File: src/rtl/uart_rx.sv
// uart_rx: 8N1-style UART receiver with mid-bit sampling and a valid/ready output.
//   clk, rst_n    : system clock, asynchronous active-low reset
//   line          : asynchronous serial input, idle high
//   data, valid   : received word and its "unconsumed" flag
//   ready         : consumer accepts data when valid && ready at posedge
//   frame_err     : 1-cycle pulse, stop bit sampled low (frame discarded)
//   overrun       : 1-cycle pulse, good frame finished while the previous word was pending
//   busy          : receiver is not idle
`timescale 1ns/1ps
module uart_rx #(
    parameter int unsigned CLK_FREQ   = 50000000,
    parameter int unsigned BAUDRATE   = 9600,
    parameter int unsigned DATA_WIDTH = 8
) (
    input  logic                  clk,
    input  logic                  rst_n,
    input  logic                  line,
    output logic [DATA_WIDTH-1:0] data,
    output logic                  valid,
    input  logic                  ready,
    output logic                  frame_err,
    output logic                  overrun,
    output logic                  busy
);

    localparam int unsigned BIT_TICKS = CLK_FREQ / BAUDRATE;
    localparam int unsigned CNT_W     = (BIT_TICKS > 2) ? $clog2(BIT_TICKS) : 1;
    localparam int unsigned IDX_W     = 4;

    localparam logic [CNT_W-1:0] HALF_LAST = CNT_W'(BIT_TICKS / 2 - 1);
    localparam logic [CNT_W-1:0] FULL_LAST = CNT_W'(BIT_TICKS - 1);
    localparam logic [IDX_W-1:0] LAST_IDX  = IDX_W'(DATA_WIDTH - 1);

    typedef enum logic [1:0] {
        IDLE  = 2'd0,
        START = 2'd1,
        DATA  = 2'd2,
        STOP  = 2'd3
    } state_e;

    state_e                state_q, state_d;
    logic [CNT_W-1:0]      cnt_q, cnt_d;
    logic [IDX_W-1:0]      idx_q, idx_d;
    logic [DATA_WIDTH-1:0] shift_q, shift_d;
    logic [DATA_WIDTH-1:0] data_q, data_d;
    logic                  valid_q, valid_d;
    logic                  frame_err_q, frame_err_d;
    logic                  overrun_q, overrun_d;
    logic                  busy_q, busy_d;
    logic                  meta_q, rx_s_q, rx_d_q;
    logic                  fall;

    // Two-flop synchronizer plus one delay flop for falling-edge detection.
    always_ff @(posedge clk or negedge rst_n) begin
        if (!rst_n) begin
            meta_q <= 1'b1;
            rx_s_q <= 1'b1;
            rx_d_q <= 1'b1;
        end else begin
            meta_q <= line;
            rx_s_q <= meta_q;
            rx_d_q <= rx_s_q;
        end
    end

    assign fall = rx_d_q & ~rx_s_q;

    // State and datapath registers.
    always_ff @(posedge clk or negedge rst_n) begin
        if (!rst_n) begin
            state_q     <= IDLE;
            cnt_q       <= '0;
            idx_q       <= '0;
            shift_q     <= '0;
            data_q      <= '0;
            valid_q     <= 1'b0;
            frame_err_q <= 1'b0;
            overrun_q   <= 1'b0;
            busy_q      <= 1'b0;
        end else begin
            state_q     <= state_d;
            cnt_q       <= cnt_d;
            idx_q       <= idx_d;
            shift_q     <= shift_d;
            data_q      <= data_d;
            valid_q     <= valid_d;
            frame_err_q <= frame_err_d;
            overrun_q   <= overrun_d;
            busy_q      <= busy_d;
        end
    end

    // Next-state, sampling and handshake logic.
    always_comb begin
        state_d     = state_q;
        cnt_d       = cnt_q + CNT_W'(1);
        idx_d       = idx_q;
        shift_d     = shift_q;
        data_d      = data_q;
        valid_d     = valid_q;
        frame_err_d = 1'b0;
        overrun_d   = 1'b0;

        // A consumed word drops valid unless a new word lands in the same cycle (below).
        if (valid_q && ready) begin
            valid_d = 1'b0;
        end

        unique case (state_q)
            IDLE: begin
                cnt_d = '0;
                if (fall) begin
                    state_d = START;
                end
            end
            START: begin
                // Mid start bit: a high line here was a glitch, drop silently.
                if (cnt_q == HALF_LAST) begin
                    cnt_d   = '0;
                    idx_d   = '0;
                    state_d = rx_s_q ? IDLE : DATA;
                end
            end
            DATA: begin
                if (cnt_q == FULL_LAST) begin
                    cnt_d = '0;
                    for (int i = 0; i < DATA_WIDTH; i++) begin
                        if (IDX_W'(i) == idx_q) begin
                            shift_d[i] = rx_s_q;
                        end
                    end
                    if (idx_q == LAST_IDX) begin
                        state_d = STOP;
                    end else begin
                        idx_d = idx_q + IDX_W'(1);
                    end
                end
            end
            STOP: begin
                // Leave at mid stop bit so an immediately following start edge is seen.
                if (cnt_q == FULL_LAST) begin
                    cnt_d   = '0;
                    state_d = IDLE;
                    if (rx_s_q) begin
                        if (!valid_q || ready) begin
                            data_d  = shift_q;
                            valid_d = 1'b1;
                        end else begin
                            overrun_d = 1'b1;
                        end
                    end else begin
                        frame_err_d = 1'b1;
                    end
                end
            end
            default: begin
                state_d = IDLE;
            end
        endcase

        busy_d = (state_d != IDLE);
    end

    assign data      = data_q;
    assign valid     = valid_q;
    assign frame_err = frame_err_q;
    assign overrun   = overrun_q;
    assign busy      = busy_q;

endmodule

File: config.mk
export PLATFORM = sky130hd
export DESIGN_NAME = uart_rx
export DESIGN_NICKNAME = d
export VERILOG_FILES = /design/src/rtl/uart_rx.sv
export SDC_FILE = /design/constraint.sdc
export NUM_CORES = 1
export LEC_CHECK = 0
export CORE_ASPECT_RATIO = 1.2
export CORE_MARGIN = 4
export CORE_UTILIZATION = 58
export DETAILED_ROUTE_END_ITERATION = 8
export DONT_BUFFER_PORTS = 1
export PLACE_DENSITY = 0.86
export REMOVE_ABC_BUFFERS = 1
export SYNTH_ARGS = -nofsm -noshare
export SYNTH_HDL_FRONTEND = slang
export SYNTH_SLANG_ARGS = --single-unit
File: constraint.sdc
create_clock -name clk -period 2.9 [get_ports clk]
set_clock_uncertainty 0.1 [all_clocks]
set_input_delay 0.58 -clock clk [delete_from_list [all_inputs] [get_ports clk]]
set_output_delay 0.58 -clock clk [all_outputs]
set_load 0.02 [all_outputs]
# [After elaboration in Yosys (flattened, before gate mapping)]
# Cells that the tools add are included.
[classes] n_mux=26 bitwise=2 add_sub_neg=2 eq_ne=16 reduce_logical=18
[ops] operator="$pmux W13 S3" count=1
[ops] operator="$mux W13" count=2
[ops] operator="$reduce_and A3 Y1" count=8
[ops] operator="$eq A3 B4 Y1 const A" count=4
[ops] operator="$add A13 B1 Y13 const B" count=1
[ops] operator="$eq A13 B12 Y1 const B" count=1
[ops] operator="$eq A13 B13 Y1 const B" count=1
[ops] operator="$mux W1" count=12
[ops] operator="$mux W2" count=6
[ops] operator="$mux W4" count=3
[ops] operator="$eq A2 B4 Y1 const A" count=2
[ops] operator="$pmux W2 S4" count=1
[ops] operator="$pmux W4 S2" count=1
[ops] operator="$reduce_and A4 Y1" count=2
[ops] operator="$ne A2 B2 Y1 const B" count=3
[ops] operator="$add A4 B1 Y4 const B" count=1
[ops] operator="$eq A1 B4 Y1 const A" count=1
[ops] operator="$eq A2 B2 Y1 const B" count=2
[ops] operator="$eq A4 B3 Y1 const B" count=1
[ops] operator="$logic_not A4 Y1" count=1
[ops] operator="$reduce_bool A2 Y1" count=2
[ops] operator="$eq A2 B1 Y1 const B" count=1
[ops] operator="$logic_not A2 Y1" count=1
[ops] operator="$reduce_or A2 Y1" count=1
[ops] operator="other kinds (5)" count=5
[totals] output_inout_bits=12 ff_bits=42 word_cells=83 in_bits=4

# [Logic depth before layout (Yosys ltp)]
# Gate-level depths: netlist of the first run.
[logic_depth] depth_word=6 depth_mapped=7 ltp_nobuf=5

# [Least setup slack after synthesis of the first run]
# No wires, ideal clock.
[synth_path] kind="reg2reg" from="reg cnt_q[0]" to="reg data_q[0] (netlist: data[0])" required_ps=2675 n_path_buf=0 stages_incl_launch_ff=6 arrival_ps=1805 path_slack_ps=871 period_less_slack_ps=2029 path_cell_list="dfrtp_1 ha_1 and4bb_2 nand3_2 nor4b_4 mux2_2"
[synth_between] elab_chain_len=2
[synth_lines] item="start, declared" line="42" rtl="logic [CNT_W-1:0] cnt_q, cnt_d;"
[synth_lines] item="start signal, assigned" line="82" rtl="cnt_q <= cnt_d;"
[synth_lines] item="$eq A13 B13 Y1" line="141" rtl="if (cnt_q == FULL_LAST) begin"
[synth_lines] item="$reduce_and A4 Y1 (no source line)"
[synth_lines] item="end signal, assigned" line="85" rtl="data_q <= data_d;"
[synth_lines] item="end, declared" line="45" rtl="logic [DATA_WIDTH-1:0] data_q, data_d;"
# Every way passes these cells.
# A chain may end at the register's enable or synchronous reset.

# [Worst setup path after layout of the first run]
[layout_path] from="reg cnt_q[0]" to="reg data_q[2] (netlist: data[2])"
# Same word-level chain as after synthesis.

==> impl_metrics.ini, run 1 <==
[outcome]
status = complete, no violations

[placement]
numPortBuffers = 0
pre_cts_ws_ns = 0.487
hpwl_um = 2530
dp_cells = 216
gp_congestion = 0.878

[synth]
ys_seq_area_share_pct = 52.4
netlist-cell-type-count = 35
yosysTopAreaCell = dfrtp_1
synth-edff-count = 0
synth.top_cell.area_share_pct = 48.4
avgSynthCellArea_um2 = 10.9
syn_area_um2 = 2010
synth_top_flop_cell = dfrtp_1
synth-async-reset-ratio_pct = 100
yosysWarnings = 0
synthTopCellsByArea = dfrtp_1 48%, mux2_2 6.7%, dfstp_2 3.9%
synthCells = 184
synth-seq-cells = 42

[timing]
tns_ns = 0
max_freq_ghz = 0.412
rsz0062_at_grt = false
fin_crit_sh_pct = 83.8
fin_crit_ns = 2.43
timing.hold.ws_ns = 0.0124
final-max-slew-violation-count = 0
hold_violations = 0
setup_ws_ns = 0.470
worst_slew_pin_slew_ns = 0.539
setup_viol = 0
relSlewSlack_pct = 63.9

[run]
cap_violations = 0

[cells_and_area]
nNetsFinal = 197
regArea_um2 = 1050
drive_gt1_share_pct = 17.5
num_antenna_cells = 0
multi_input_comb_area_um2 = 897
nFillCells = 234
stdcell_count = 226
area_growth_pct = 8.38

[critical_path]
cp.required_ns = 2.98
rrSetupSlack_ns = 0.47
arrival_ns = 2.51
path_class = flip-flop to flip-flop
crit_path_max_fanout = 11
end_kind = flip-flop
start_kind = flip-flop

[global_routing]
grt_pass1_vias = 1392
track_usage_pct = 18.8
grt_pass1_wl_um = 6240
grt_max_degree = 40
antenna_found_initial = 0
overflow = 0

[power]
p_seq_share_pct = 53.9
intPower_uw = 943
powerDensity_nw_per_um2 = 584
p_switching_uw = 332
swShare_pct = 26.1
leakage_nw = 0.957
ir_drop_v = 0.000441
p_clk_share_pct = 35.7
p_total_mw = 1.28
pwr-share-comb_pct = 10.4

[clock_tree]
insertion_delay_ns = 0.30
numCtsBuffers = 5
clock_path_buffers = 2
path_clk_slew_ns = 0.08
htreeDepth = 2
cts_sinks = 42
post_cts_resized = 0
tritoncts = done
cts_root_buf = clkbuf_8

[floorplan]
die_y_um = 72.6
rows = 23
die_w_um = 61.8
dieArea_um2 = 4480
core_um2 = 3340
initial_utilization_pct = 60.3
ioPinCount = 16

[drt]
antenna_left = 0
drc = 0
routed_wl_um = 3690
first_pass_iters = 4
vias_per_cell = 6.09
routedWlPerCell_um = 16.3
drt_iter0_markers = 114
num_vias = 1376

[worst_hold_path]
hp-class = input port to asynchronous set/reset pin
## placed cells by master, fill, tap and decap left out, types with 3 or more instances in the layout
| cell type | instances |
|---|---|
| dfrtp_1 | 39 |
| nand2_1 | 17 |
| nor2_1 | 16 |
| mux2_2 | 12 |
| o21ai_0 | 10 |
| inv_1 | 9 |
| xnor2_1 | 9 |
| nand3_1 | 8 |
| nor3_1 | 8 |
| and4bb_2 | 5 |
| nor4_1 | 5 |
| ha_1 | 5 |
| clkbuf_8 | 5 |
| nand4_1 | 4 |
| nor2b_1 | 3 |
| o31ai_1 | 3 |
| mux2i_1 | 3 |
| dfstp_2 | 3 |
## critical path: stages, from the launching register on
cell,delay (ns)
dfrtp_1,0.41
ha_1,0.32
and4bb_2,0.27
nand3_2,0.22
nor4b_4,0.59
mux2_2,0.41
## cells in the mapped netlist, types with 5 or more instances
cell type  count
and4bb_2       5
buf_2          5
dfrtp_1       39
ha_1           5
inv_1          9
mux2_2        12
nand2_1       17
nand3_1        8
nor2_1        16
nor3_1         8
nor4_1         5
o21ai_0       10
xnor2_1        9
## worst paths after layout
path,startpoint,cells past startpoint,endpoint
max in group asynchronous,rst_n,1,rx_s_q
setup / recovery,cnt_q[0],5,data[2]
hold / removal,rst_n,1,idx_q[2]
setup reg to reg,cnt_q[0],5,data[2]
min in group clk,line,0,meta_q
hold reg to reg,meta_q,0,rx_s_q
## final cells by class
type | instances | area share [%]
clock buffers | 5 | 3.15
multi-input cells | 127 | 41.1
well taps | 37 | 2.12
clock inverters | 3 | 2.06
flip-flops and latches | 42 | 48.3
repair buffers | 3 | 1.72
inverters | 9 | 1.55
## logic make-up (layout without fill, tap and decap cells)
group                    after synthesis  after routing  share of synthesized area [%]
AND/OR/NAND/NOR                       77             77                           22.9
multiplexers                          15             15                           8.20
flip-flops                            42             42                           52.4
AO/OA/AOI/OAI                         19             19                           5.59
buffers and inverters                 15             20                           3.11
adder cells (fa/ha/maj)                5              5                           3.11
XOR/XNOR                              11             11                           4.78
## through the flow
stage | utilization [%] | cell area [µm²]
finish | 65.4 | 2180
global route | 65.4 | 2180
CTS | 65.1 | 2170
detailed placement | 61.1 | 2040
global placement | 61.1 | 2040
floorplan | - | 1990
## routing by layer
metal	vias to the layer above	track usage, %	share of wire, %
met2	47	31.0	52
met3	9	4.80	5.2
met1	664	21.8	40
met5	-	0	0
li1	656	-	-
met4	0	10.1	2.7
## power groups by stage
stage	clock network [mW]	logic, mW	registers [mW]
global route	0.500	0.146	0.695
global placement	0	0.111	0.693
CTS	0.463	0.132	0.687
detailed placement	0	0.117	0.698
floorplan	0	0.0932	0.682
finish	0.456	0.132	0.688
## sequential cells by signal (all words and copies together), names as in the netlist
signal / count
cnt_q: 13
rx_d_q: 1
overrun: 1
shift_q: 8
valid: 1
busy: 1
state_q: 2
frame_err: 1
idx_q: 4
rx_s_q: 1
data: 8
meta_q: 1
## what timing repair did
action / CTS / global route
hold buffers: 1 / 1
hold endpoints to repair: 39 / 3
setup buffers: 0 / 0
(Power assumes the default switching activity.)
==> inputs of run 2 (changes only) <==
--- a/config.mk
+++ b/config.mk
@@ -7,7 +7,7 @@
 export LEC_CHECK = 0
 export CORE_ASPECT_RATIO = 1.2
 export CORE_MARGIN = 4
-export CORE_UTILIZATION = 58
+export CORE_UTILIZATION = 56
 export DETAILED_ROUTE_END_ITERATION = 8
 export DONT_BUFFER_PORTS = 1
 export PLACE_DENSITY = 0.86
==> constraint.sdc (replaced) <==
create_clock -name clk -period 2.2 [get_ports clk]
set_clock_uncertainty 0.1 [all_clocks]
set_input_delay 0.44 -clock clk [delete_from_list [all_inputs] [get_ports clk]]
set_output_delay 0.44 -clock clk [all_outputs]
set_load 0.02 [all_outputs]
==> run 2 against run 1 <==
  * Global-route usage down 0.42 points
  * Wire length is 5.5% higher
  * Final cell count is 2.2% higher
  * Count of clock-buffer cells in the layout stayed put
  * First-iteration DRC count shrank 11%
  * Cell area up 2.1%
  * Via count increased by 2.5%
  * Combinational power up 47%
  * Sequential power up 32%
  * Highest routed layer unchanged
==> impl_metrics.ini, run 2 (synthesis gave the netlist of run 1 again) <==
[outcome]
status = complete, no violations

[cells_and_area]
top_register = cnt_q
drive_gt1_share_pct = 20.1
layout_commonest_cell = dfrtp_1
final_cell_mix = 39 x dfrtp_1, 17 x nand2_1, 16 x nor2_1
largest_reg_flops = 13
num_antenna_cells = 0
nFillCells = 249
area_growth_pct = 10.7
design_area_um2 = 2230
nNetsFinal = 202

[power]
leakage_nw = 0.990
powerDensity_nw_per_um2 = 757
ir_drop_v = 0.000572
p_total_mw = 1.69

[critical_path]
end_kind = flip-flop
cp.depth = 6
cp.required_ns = 2.27
rr_endpoint = data[7]
arrival_ns = 2.15
path_class = flip-flop to flip-flop
rrSetupSlack_ns = 0.12
r2r_start = cnt_q[0]
path_buf_inv = 1
path_cells = ha_1, and4bb_2, nand3_4, nor4b_4, buf_4, mux2_2
reg2regPathDepth = 6
cp_top_family = simple AND/OR/NAND/NOR gates
cpPeakStageDelay_ns = 0.41
crit_path_max_fanout = 11
crit_start = cnt_q[0]
start_kind = flip-flop
worstSetupEndpoint = data[7]
cpMaxStageDelayCell = dfrtp_1

[drt]
routedWlPerCell_um = 16.8
drc = 0
routed_wl_um = 3890
num_vias = 1410
first_pass_iters = 4
vias_per_cell = 6.10
antenna_left = 0
drt_iter0_markers = 102

[global_routing]
antenna_found_initial = 0
grt_max_degree = 43
grt_pass1_wl_um = 6660
track_usage_pct = 18.4
grt_pass1_vias = 1456
overflow = 0

[floorplan]
core_um2 = 3400
die_y_um = 73.7
ioPinCount = 16
die_w_um = 62.8
dieArea_um2 = 4620
rows = 23
initial_utilization_pct = 59.3

[timing]
worst_slew_pin_slew_ns = 0.384
tns_ns = 0
max_freq_ghz = 0.481
hold_violations = 0
relSlewSlack_pct = 74.1
rsz0062_at_grt = false
final-max-slew-violation-count = 0
fin_crit_sh_pct = 94.5
fin_crit_ns = 2.08
setup_viol = 0

[placement]
place_area_um2 = 2080
hpwl_um = 2790
gp_congestion = 0.862
numPortBuffers = 0

[clock_tree]
cts_root_buf = clkbuf_8
clock_path_buffers = 2
path_clk_slew_ns = 0.07
htreeDepth = 2
post-cts-setup-buffer-count = 0
cts_sinks = 42
numCtsBuffers = 5
insertion_delay_ns = 0.29
tritoncts = done

[run]
cap_violations = 0

[worst_hold_path]
hp-class = input port to flip-flop
## run 2: changes by cell type in the layout (fill, tap and decap cells not counted), sizes merged
cell / delta
buf: +5
clkinv: +2
clkinvlp: -2
## run 2: per-layer routing
metal | part of all wire (%) | GRT usage, %
met1 | 38 | 18.5
met2 | 55 | 36.3
met3 | 4.4 | 4.13
met4 | 2.5 | 8.09
met5 | 0 | 0
## run 2: cell type report
type | count | area [µm²] | share of cell area [%]
Tap cell | 37 | 46.3 | 2.08
Multi-Input combinational cell | 127 | 911 | 40.9
Clock inverter | 3 | 40.0 | 1.80
Clock buffer | 5 | 68.8 | 3.09
Inverter | 9 | 33.8 | 1.52
Sequential cell | 42 | 1050 | 47.3
Timing Repair Buffer | 8 | 75.1 | 3.37
## run 2: what timing repair did
action / in CTS / in global routing
hold buffers: 2 / 0
endpoints found under the setup margin: 0 / 12
gates resized for setup: 0 / 2
hold endpoints to repair: 42 / 0
## run 2: worst min-delay path by stage
stage	from	to	slack, ns	cells past startpoint
6_report	line	meta_q	0.04	0
5_1_grt	line	meta_q	0.02	0
4_1_cts	line	meta_q	0.03	0
3_5_place_dp	rst_n	data[5]	0.05	0
3_3_place_gp	rst_n	data[5]	0.05	0
2_1_floorplan	rst_n	busy	0.04	0
## run 2: worst register-to-register path, cell delays in order (launching register included)
cell and delay [ns]:
dfrtp_1 0.41, ha_1 0.19, and4bb_2 0.27, nand3_4 0.15
nor4b_4 0.28, buf_4 0.20, mux2_2 0.36
## run 2: per-stage QoR
stage / hold slack, ns / cells / setup slack [ns] / utilization [%]
after floorplan: 0.0444 / 178 / 0.0633 / -
after global placement: 0.0456 / 221 / 0.146 / 61.2
after detailed placement: 0.0453 / 221 / 0.0608 / 61.2
after CTS: 0.0279 / 231 / 0.0492 / 65.3
after global routing: 0.0231 / 231 / 0.0383 / 65.7
final: 0.0381 / 231 / 0.121 / 65.7
## run 2: where the power goes
part | leakage, nW | switching, mW | internal, mW | total, mW
clock network | 0.0579 | 0.254 | 0.334 | 0.588
registers | 0.562 | 0.0797 | 0.826 | 0.905
logic | 0.371 | 0.104 | 0.0902 | 0.194
